## config.mk

```make
export PLATFORM = sky130hd
export DESIGN_NAME = i2s_audio_tx
export DESIGN_NICKNAME = d
export VERILOG_FILES = /design/src/rtl/gb_audio_pkg.sv /design/src/rtl/i2s_audio_tx_bclk_gen.sv /design/src/rtl/i2s_audio_tx.sv
export SDC_FILE = /design/constraint.sdc
export NUM_CORES = 1
export LEC_CHECK = 0
export CORE_UTILIZATION = 38
export CTS_CLUSTER_SIZE = 20
export DETAILED_ROUTE_END_ITERATION = 10
export GPL_TIMING_DRIVEN = 0
export PLACE_DENSITY_LB_ADDON = 0.2
export SLEW_MARGIN = 10
export SYNTH_ARGS = -nofsm -noshare
export SYNTH_HDL_FRONTEND = slang
export SYNTH_SLANG_ARGS = --single-unit
```

## constraint.sdc

```tcl
create_clock -name clk -period 3 [get_ports clk]
set_input_delay 0.3 -clock clk [delete_from_list [all_inputs] [get_ports clk]]
set_output_delay 0.3 -clock clk [all_outputs]
set_load 0.01 [all_outputs]
```

## src/rtl/gb_audio_pkg.sv

```systemverilog
// Shared constants and types for the I2S audio transmitter: frame geometry,
// slot boundaries and the signed sample type.
package gb_audio_pkg;

  localparam int SAMPLE_BITS = 16;
  localparam int SLOT_BITS   = 32;
  localparam int FRAME_BITS  = 64;

  // Last bit index of the left and right slots within a frame.
  localparam logic [5:0] SLOT_L_END = 6'd31;
  localparam logic [5:0] SLOT_R_END = 6'd63;

  typedef logic signed [SAMPLE_BITS-1:0] audio_sample_t;

  // Serial bit for frame position k: sample MSB-first in the first 16 bits of
  // each slot, zero padding in the remaining 16.
  function automatic logic serial_bit(audio_sample_t l, audio_sample_t r,
                                      logic [5:0] k);
    logic [3:0] idx;
    idx = ~k[3:0];
    case (k[5:4])
      2'b00:   serial_bit = l[idx];
      2'b10:   serial_bit = r[idx];
      default: serial_bit = 1'b0;
    endcase
  endfunction

endpackage

```

## src/rtl/i2s_audio_tx_bclk_gen.sv

```systemverilog
// BCLK generator: divides clk by 2*BCLK_HALF using a clock enable and flags
// each BCLK falling edge with a one-cycle fe pulse.
module i2s_bclk_gen #(
  parameter int BCLK_HALF = 16
) (
  input  logic clk,
  input  logic rst,
  output logic i2s_bclk,
  output logic fe
);

  localparam int DW = (BCLK_HALF > 2) ? $clog2(BCLK_HALF) : 1;
  localparam logic [DW-1:0] DIV_LAST = DW'(BCLK_HALF - 1);

  logic [DW-1:0] div_cnt_q, div_cnt_d;
  logic          bclk_q, bclk_d;
  logic          wrap;

  always_comb begin
    wrap      = (div_cnt_q == DIV_LAST);
    div_cnt_d = wrap ? '0 : div_cnt_q + 1'b1;
    bclk_d    = wrap ? ~bclk_q : bclk_q;
  end

  // NOTE: sequential state uses non-blocking assignments so every flop
  // samples the pre-edge value of its neighbours, independent of block order.
  always_ff @(posedge clk) begin
    if (rst) begin
      div_cnt_q <= '0;
      bclk_q    <= 1'b0;
    end else begin
      div_cnt_q <= div_cnt_d;
      bclk_q    <= bclk_d;
    end
  end

  assign i2s_bclk = bclk_q;
  // Gated by rst so no serial state or strobe can react during reset.
  assign fe       = wrap & bclk_q & ~rst;

endmodule

```

## src/rtl/i2s_audio_tx.sv

```systemverilog
// Stereo I2S transmitter: latches a coherent left/right pair once per 64-BCLK
// frame and shifts it out MSB-first. Optional attenuation via AUDIO_VOLUME_EN.
module i2s_audio_tx
  import gb_audio_pkg::*;
#(
  parameter int BCLK_HALF = 16
) (
  input  logic        clk,
  input  logic        rst,
  input  logic [15:0] audio_left,
  input  logic [15:0] audio_right,
`ifdef AUDIO_VOLUME_EN
  input  logic [2:0]  volume,
`endif
  output logic        i2s_bclk,
  output logic        i2s_lrclk,
  output logic        i2s_sdata,
  output logic        sample_strobe
);

  logic          fe;
  logic [5:0]    bit_cnt_q, bit_cnt_d, bit_next;
  logic          lrclk_q, lrclk_d;
  logic          sdata_q, sdata_d;
  audio_sample_t lat_l_q, lat_l_d;
  audio_sample_t lat_r_q, lat_r_d;
  logic          latch;

  i2s_bclk_gen #(
    .BCLK_HALF (BCLK_HALF)
  ) u_bclk_gen (
    .clk      (clk),
    .rst      (rst),
    .i2s_bclk (i2s_bclk),
    .fe       (fe)
  );

  // NOTE: every signal gets a default at the top of always_comb; a path that
  // leaves one unassigned would otherwise infer a latch.
  always_comb begin
    bit_cnt_d = bit_cnt_q;
    lrclk_d   = lrclk_q;
    sdata_d   = sdata_q;
    lat_l_d   = lat_l_q;
    lat_r_d   = lat_r_q;
    bit_next  = bit_cnt_q + 6'd1;
    latch     = fe && (bit_next == SLOT_R_END);

    if (fe) begin
      bit_cnt_d = bit_next;
      // Word select leads the data by one BCLK: high for bits 31..62.
      lrclk_d   = (bit_next >= SLOT_L_END) && (bit_next < SLOT_R_END);
      sdata_d   = serial_bit(lat_l_q, lat_r_q, bit_next);
    end

    if (latch) begin
`ifdef AUDIO_VOLUME_EN
      lat_l_d = audio_sample_t'($signed(audio_left)  >>> volume);
      lat_r_d = audio_sample_t'($signed(audio_right) >>> volume);
`else
      lat_l_d = audio_sample_t'(audio_left);
      lat_r_d = audio_sample_t'(audio_right);
`endif
    end
  end

  always_ff @(posedge clk) begin
    if (rst) begin
      bit_cnt_q <= SLOT_R_END;
      lrclk_q   <= 1'b0;
      sdata_q   <= 1'b0;
      lat_l_q   <= '0;
      lat_r_q   <= '0;
    end else begin
      bit_cnt_q <= bit_cnt_d;
      lrclk_q   <= lrclk_d;
      sdata_q   <= sdata_d;
      lat_l_q   <= lat_l_d;
      lat_r_q   <= lat_r_d;
    end
  end

  assign i2s_lrclk     = lrclk_q;
  assign i2s_sdata     = sdata_q;
  assign sample_strobe = latch;

endmodule

```

==> impl_metrics.yaml, run 1 <==
pwr:
  finalPower_w: 0.001076
  p_leak_nw: 0.9442
  ir_drop_mv: 0.2534
  power_density_nw_per_um2: 391.7
sta:
  hold_viol_final: 0
  setup_ws_ps: 122.7
  tightest_slew_ps: 829.6
  fmax_mhz: 347.5
  finClkSkew_ps: 4.701
  maxSlewViolCount: 0
  finalCritPeriodShare_pct: 95.91
  maxSlewHeadroom_pct: 44.69
  setup_viol: 0
  hold_slack_ps: 461.5
  timing.final.crit_period_ps: 2877
worst_setup_path:
  crit-reg2reg-launch: "bit_cnt_q[0]"
  cp.arrival_ps: 2580
  cp-end-kind: "output port"
  crit_path_max_fanout: 5
  crit_required_ps: 2700
  crit_start: "bit_cnt_q[1]"
  path_class: "reg -> out"
  startpoint_type: "flip-flop"
floorplanning:
  start_util_pct: 39.31
  design.die.area_um2: 6002
  die_h_um: 77.48
  die_w_um: 77.48
  core_area_um2: 5507
  rows: 27
  ios: 38
cells_and_area:
  final_common_cell: "dfxtp_1"
  finalInstanceArea_um2: 2748
  mostFrequentLayoutCells: "dfxtp_1 (45), clkdlybuf4s50_1 (37), o21ai_0 (36)"
  fillCellCount: 525
  syn_to_final_growth_pct: 26.94
  multiInputGateArea_um2: 1164
  diodes: 0
  nets: 310
  ff_latch_area_um2: 900.9
  drive_above_1_share_pct: 13.14
detailed_routing:
  drc: 0
  routed_via_density: 4.945
  ant_nets: 0
  wl_per_cell_um: 12.42
  dr.pass1.iters: 4
  vias: 1711
  drtIter0Drc: 100
  drt_wl_total_um: 4298
cts:
  htreeDepth: 2
  clock-sinks: 45
  cts_inserted_buffers: 5
  cts_buffer_depth: 2
  clock_latency_ps: 300
  cts_tree: "yes"
  ctsHoldBuffers: 0
  clkTransAtPathRegs_ps: 80
  clock-root-buffer: "clkbuf_8"
synth:
  muxShareOfSynthArea_pct: 10.23
  synth.top_cell.area_share_pct: 41.62
  synth_top_family_by_area: "simple AND/OR/NAND/NOR gates"
  synthSimpleGateAreaFrac_pct: 22.72
  syn_avg_cell_area_um2: 9.411
  synth_area_leader_cell: "dfxtp_1"
  netlist_instances: 230
  yosysUniqueCellTypes: 40
  synthesis.area_um2: 2165
  ys_seq_area_share_pct: 41.62
  synthAdderAreaFrac_pct: 1.734
  synth_area_leaders: "dfxtp_1 (42%), nand2b_1 (9.8%), o21ai_0 (8.3%)"
  synth_nets: 267
  yosysWarnings: 0
  synth-xor-area-share_pct: 2.832
  synth_compound_area_share_pct: 15.09
  synth.ff_latch_count: 45
place:
  routabilityCongestion: 0.7718
  numPortBuffers: 37
  dp_hpwl_um: 3015
  post_dp_cell_area_um2: 2625
  dp_slack_ps: -7.176
global_route:
  grt_usage_pct: 16.08
  overflow: 0
  grt_pass1_wl_um: 7555
  antenna_found_initial: 0
  first_global_vias: 1615
  grt_max_degree: 14
flow_run:
  cap_violations: 0
status:
  status: "finished clean"
hold_path:
  min_from: "i2s_lrclk"
  hp-class: "reg -> reg"
[synth_stat cells]
library cell / count
nand2b_1: 34
o21ai_0: 36
o211ai_1: 1
and3_1: 1
and2_1: 1
a2111oi_4: 1
mux2_2: 1
a211o_2: 1
o2111ai_1: 1
nor3b_1: 2
buf_4: 1
a211o_1: 2
xnor2_1: 4
a31oi_1: 1
or3_1: 2
a21oi_1: 1
nand3_1: 3
nand4_1: 2
clkbuf_1: 8
nor3_1: 4
buf_2: 1
a21o_1: 1
a31o_2: 1
xor2_1: 3
o21ai_1: 1
nand2_1: 35
or3b_2: 2
mux2i_1: 3
mux4_2: 8
inv_1: 1
ha_1: 3
nor2_1: 5
a2111oi_0: 1
nand3_4: 1
a311oi_1: 1
a21bo_2: 1
dfxtp_1: 45
buf_6: 7
or2_2: 1
a211oi_1: 2
[path summary, 6_finish.rpt]
check | slack [ps] | cells after the start | endpoint
max | 120 | 5 | sample_strobe
min | 460 | 2 | i2s_lrclk
max reg2reg | 210 | 8 | i2s_sdata
min reg2reg | 460 | 2 | i2s_lrclk
[layer usage]
layer / track usage (%) / vias to the layer above / wire length (um)
met3: 4.235 / 5 / 166
met5: 0 / - / 0
li1: - / 886 / -
met4: 6.226 / 0 / 56
met1: 21.62 / 794 / 2107
met2: 24.51 / 26 / 1967
[through the flow]
step	utilization, %	cells	setup TNS, ps
floorplan	-	230	0
global placement	47.67	339	-12.50
detailed placement	47.67	339	-7.176
CTS	49.78	346	0
global route	49.90	346	-75.70
finish	49.90	346	0
[state kept, by name, indices dropped and copies added, names as in the netlist]
signal and count:
u_bclk_gen.div_cnt_q 4, bit_cnt_q 6, u_bclk_gen.i2s_bclk 1, lat_l_q 16
lat_r_q 16, i2s_sdata 1, i2s_lrclk 1
[worst max-delay path, stage by stage (launching register included)]
cell and delay [ps]:
dfxtp_1 430, ha_1 360, xor2_4 290, nand3_1 250, a2111oi_2 360, clkdlybuf4s50_1 600
[logic make-up after synthesis]
| family | count (synthesis) |
|---|---|
| AND/OR/NAND/NOR | 93 |
| AO/OA/AOI/OAI | 52 |
| flip-flops | 45 |
| buffers and inverters | 18 |
| multiplexers | 12 |
| XOR/XNOR | 7 |
| adder cells (fa/ha/maj) | 3 |
[what timing repair did]
action,in CTS,in global routing
resized for setup,2,2
buffers inserted,0,0
endpoints found under the setup margin,2,1
[final cells by class]
type / instances / share of cell area [%]
Timing Repair Buffer: 37 / 13.48
Clock buffer: 7 / 3.506
Multi-Input combinational cell: 167 / 42.35
Sequential cell: 45 / 32.79
Clock inverter: 1 / 0.1821
Buffer: 16 / 4.281
Tap cell: 72 / 3.279
Inverter: 1 / 0.1366
[report_power, final]
| group | total, W | switching [W] | internal [W] |
|---|---|---|---|
| Sequential | 0.000603 | 0.00000326 | 0.000600 |
| Combinational | 0.0000655 | 0.0000162 | 0.0000493 |
| Clock | 0.000407 | 0.000199 | 0.000208 |
Power figures use the tool's default switching activity.
==> run 2: changes to the inputs <==
==> constraint.sdc (replaced) <==
create_clock -name clk -period 3 [get_ports clk]
set_input_delay 0.9 -clock clk [delete_from_list [all_inputs] [get_ports clk]]
set_output_delay 0.9 -clock clk [all_outputs]
set_load 0.01 [all_outputs]
==> run 2 against run 1 <==
  * Via count decreased by 0.94%
  * Flip-flop and latch count unchanged
  * Critical path type is now in -> out
  * Largest cell class unchanged
  * Largest power group unchanged
  * Die area unchanged
  * Worst hold slack about the same
  * First-iteration DRC count increased by 2.0%
==> impl_metrics.yaml, run 2 (synthesis results as in run 1) <==
hold_path:
  hp-class: "reg -> reg"
detailed_routing:
  vias: 1695
  dr.pass1.iters: 4
  drtIter0Drc: 102
  wl_per_cell_um: 12.55
  drc: 0
  routed_via_density: 4.885
  ant_nets: 0
  drt_wl_total_um: 4356
floorplanning:
  die_w_um: 77.48
  core_area_um2: 5507
  rows: 27
  design.die.area_um2: 6002
  ios: 38
  start_util_pct: 39.31
  die_h_um: 77.48
sta:
  tightest_slew_ps: 834.3
  maxSlewViolCount: 0
  finalCritPeriodShare_pct: 96.46
  timing.final.crit_period_ps: 2894
  finClkSkew_ps: 4.078
  hold_slack_ps: 461.6
  hold_viol_final: 0
  maxSlewHeadroom_pct: 44.38
  fmax_mhz: 345.6
  rsz0062_at_grt: "false"
  setup_viol: 0
  fin_setup_tns_ps: 0
cts:
  cts_buffer_depth: 2
  clkTransAtPathRegs_ps: 80
  cts_inserted_buffers: 5
  clock-sinks: 45
  cts_tree: "yes"
  clock_latency_ps: 300
  htreeDepth: 2
  clock-root-buffer: "clkbuf_8"
global_route:
  first_global_vias: 1615
  grt_usage_pct: 16.33
  antenna_found_initial: 0
  grt_pass1_wl_um: 7686
  overflow: 0
  grt_max_degree: 14
pwr:
  ir_drop_mv: 0.2554
  p_leak_nw: 0.9588
  power_density_nw_per_um2: 388.2
worst_setup_path:
  startpoint_type: "primary input"
  crit_required_ps: 2100
  cp.arrival_ps: 1990
  cp-end-kind: "output port"
  crit_path_max_fanout: 2
  path_class: "in -> out"
cells_and_area:
  mostFrequentLayoutCells: "dfxtp_1 (45), o21ai_0 (36), clkdlybuf4s50_1 (36)"
  syn_to_final_growth_pct: 28.50
  largestRegisters: "lat_l_q (16), lat_r_q (16), bit_cnt_q (6)"
  nets: 311
  instances_no_fill: 347
  diodes: 0
  drive_above_1_share_pct: 15.27
  fillCellCount: 520
  final_common_cell: "dfxtp_1"
place:
  routabilityCongestion: 0.7718
  place_inst: 339
  dp_hpwl_um: 3015
  numPortBuffers: 37
status:
  status: "finished clean"
flow_run:
  cap_violations: 0
## run 2: what timing repair did
item / CTS / global route
endpoints found under the setup margin: 2 / 1
resized for setup: 11 / 3
hold buffers: 0 / 0
pin swaps: 0 / 1
buffers inserted: 0 / 2
## run 2: cell type report
cell class | instances | area, um^2 | area share [%]
tap | 72 | 90.09 | 3.239
timing repair buffer | 39 | 380.4 | 13.68
multi-input combinational | 167 | 1191 | 42.82
clock buffer | 7 | 96.34 | 3.464
clock inverter | 1 | 5.005 | 0.1799
sequential | 45 | 900.9 | 32.39
buffer | 15 | 113.9 | 4.094
inverter | 1 | 3.754 | 0.1350
## run 2: path summary, 6_finish.rpt
kind / startpoint / end / slack, ps / cells after the start
worst max-delay path: rst / sample_strobe / 110 / 4
worst min-delay path: i2s_lrclk / i2s_lrclk / 460 / 2
worst max register to register: bit_cnt_q[0] / i2s_sdata / 210 / 8
worst min register to register: i2s_lrclk / i2s_lrclk / 460 / 2
## run 2: metal layers
| layer | track usage (%) | up-vias | part of all wire (%) |
|---|---|---|---|
| met2 | 25.13 | 27 | 45 |
| met4 | 6.226 | 0 | 1.8 |
| met1 | 21.84 | 776 | 49 |
| met3 | 4.235 | 6 | 3.7 |
| li1 | - | 886 | - |
| met5 | 0 | - | 0 |
## run 2: report_power, final
group,switching [W],total [W],internal (W)
registers,0.00000326,0.000603,0.000600
logic,0.0000163,0.0000656,0.0000493
clock network,0.000203,0.000411,0.000208
total,0.000222,0.00108,0.000858
## run 2: metrics by stage
step                      utilization (%)  total power [W]  worst slack [ps]  cell area (um^2)
after global routing                50.51         0.001124             7.812              2781
after detailed placement            47.67        0.0006828            -528.4              2625
after floorplan                         -        0.0006354             142.9              2165
final                               50.51         0.001080             106.3              2781
after global placement              47.67        0.0006831            -588.0              2625
after CTS                           49.94         0.001089             23.34              2750
## run 2: critical path, stage by stage
cell and delay, ps:
clkdlybuf4s50_1 430, or2_4 280, a2111oi_4 190, buf_2 190
==> run 3: changes to the inputs <==
Settings changed: ABC_AREA set to 0.
==> results of run 3 <==
No change in the layout: final DEF, timing and power equal those of run 2.
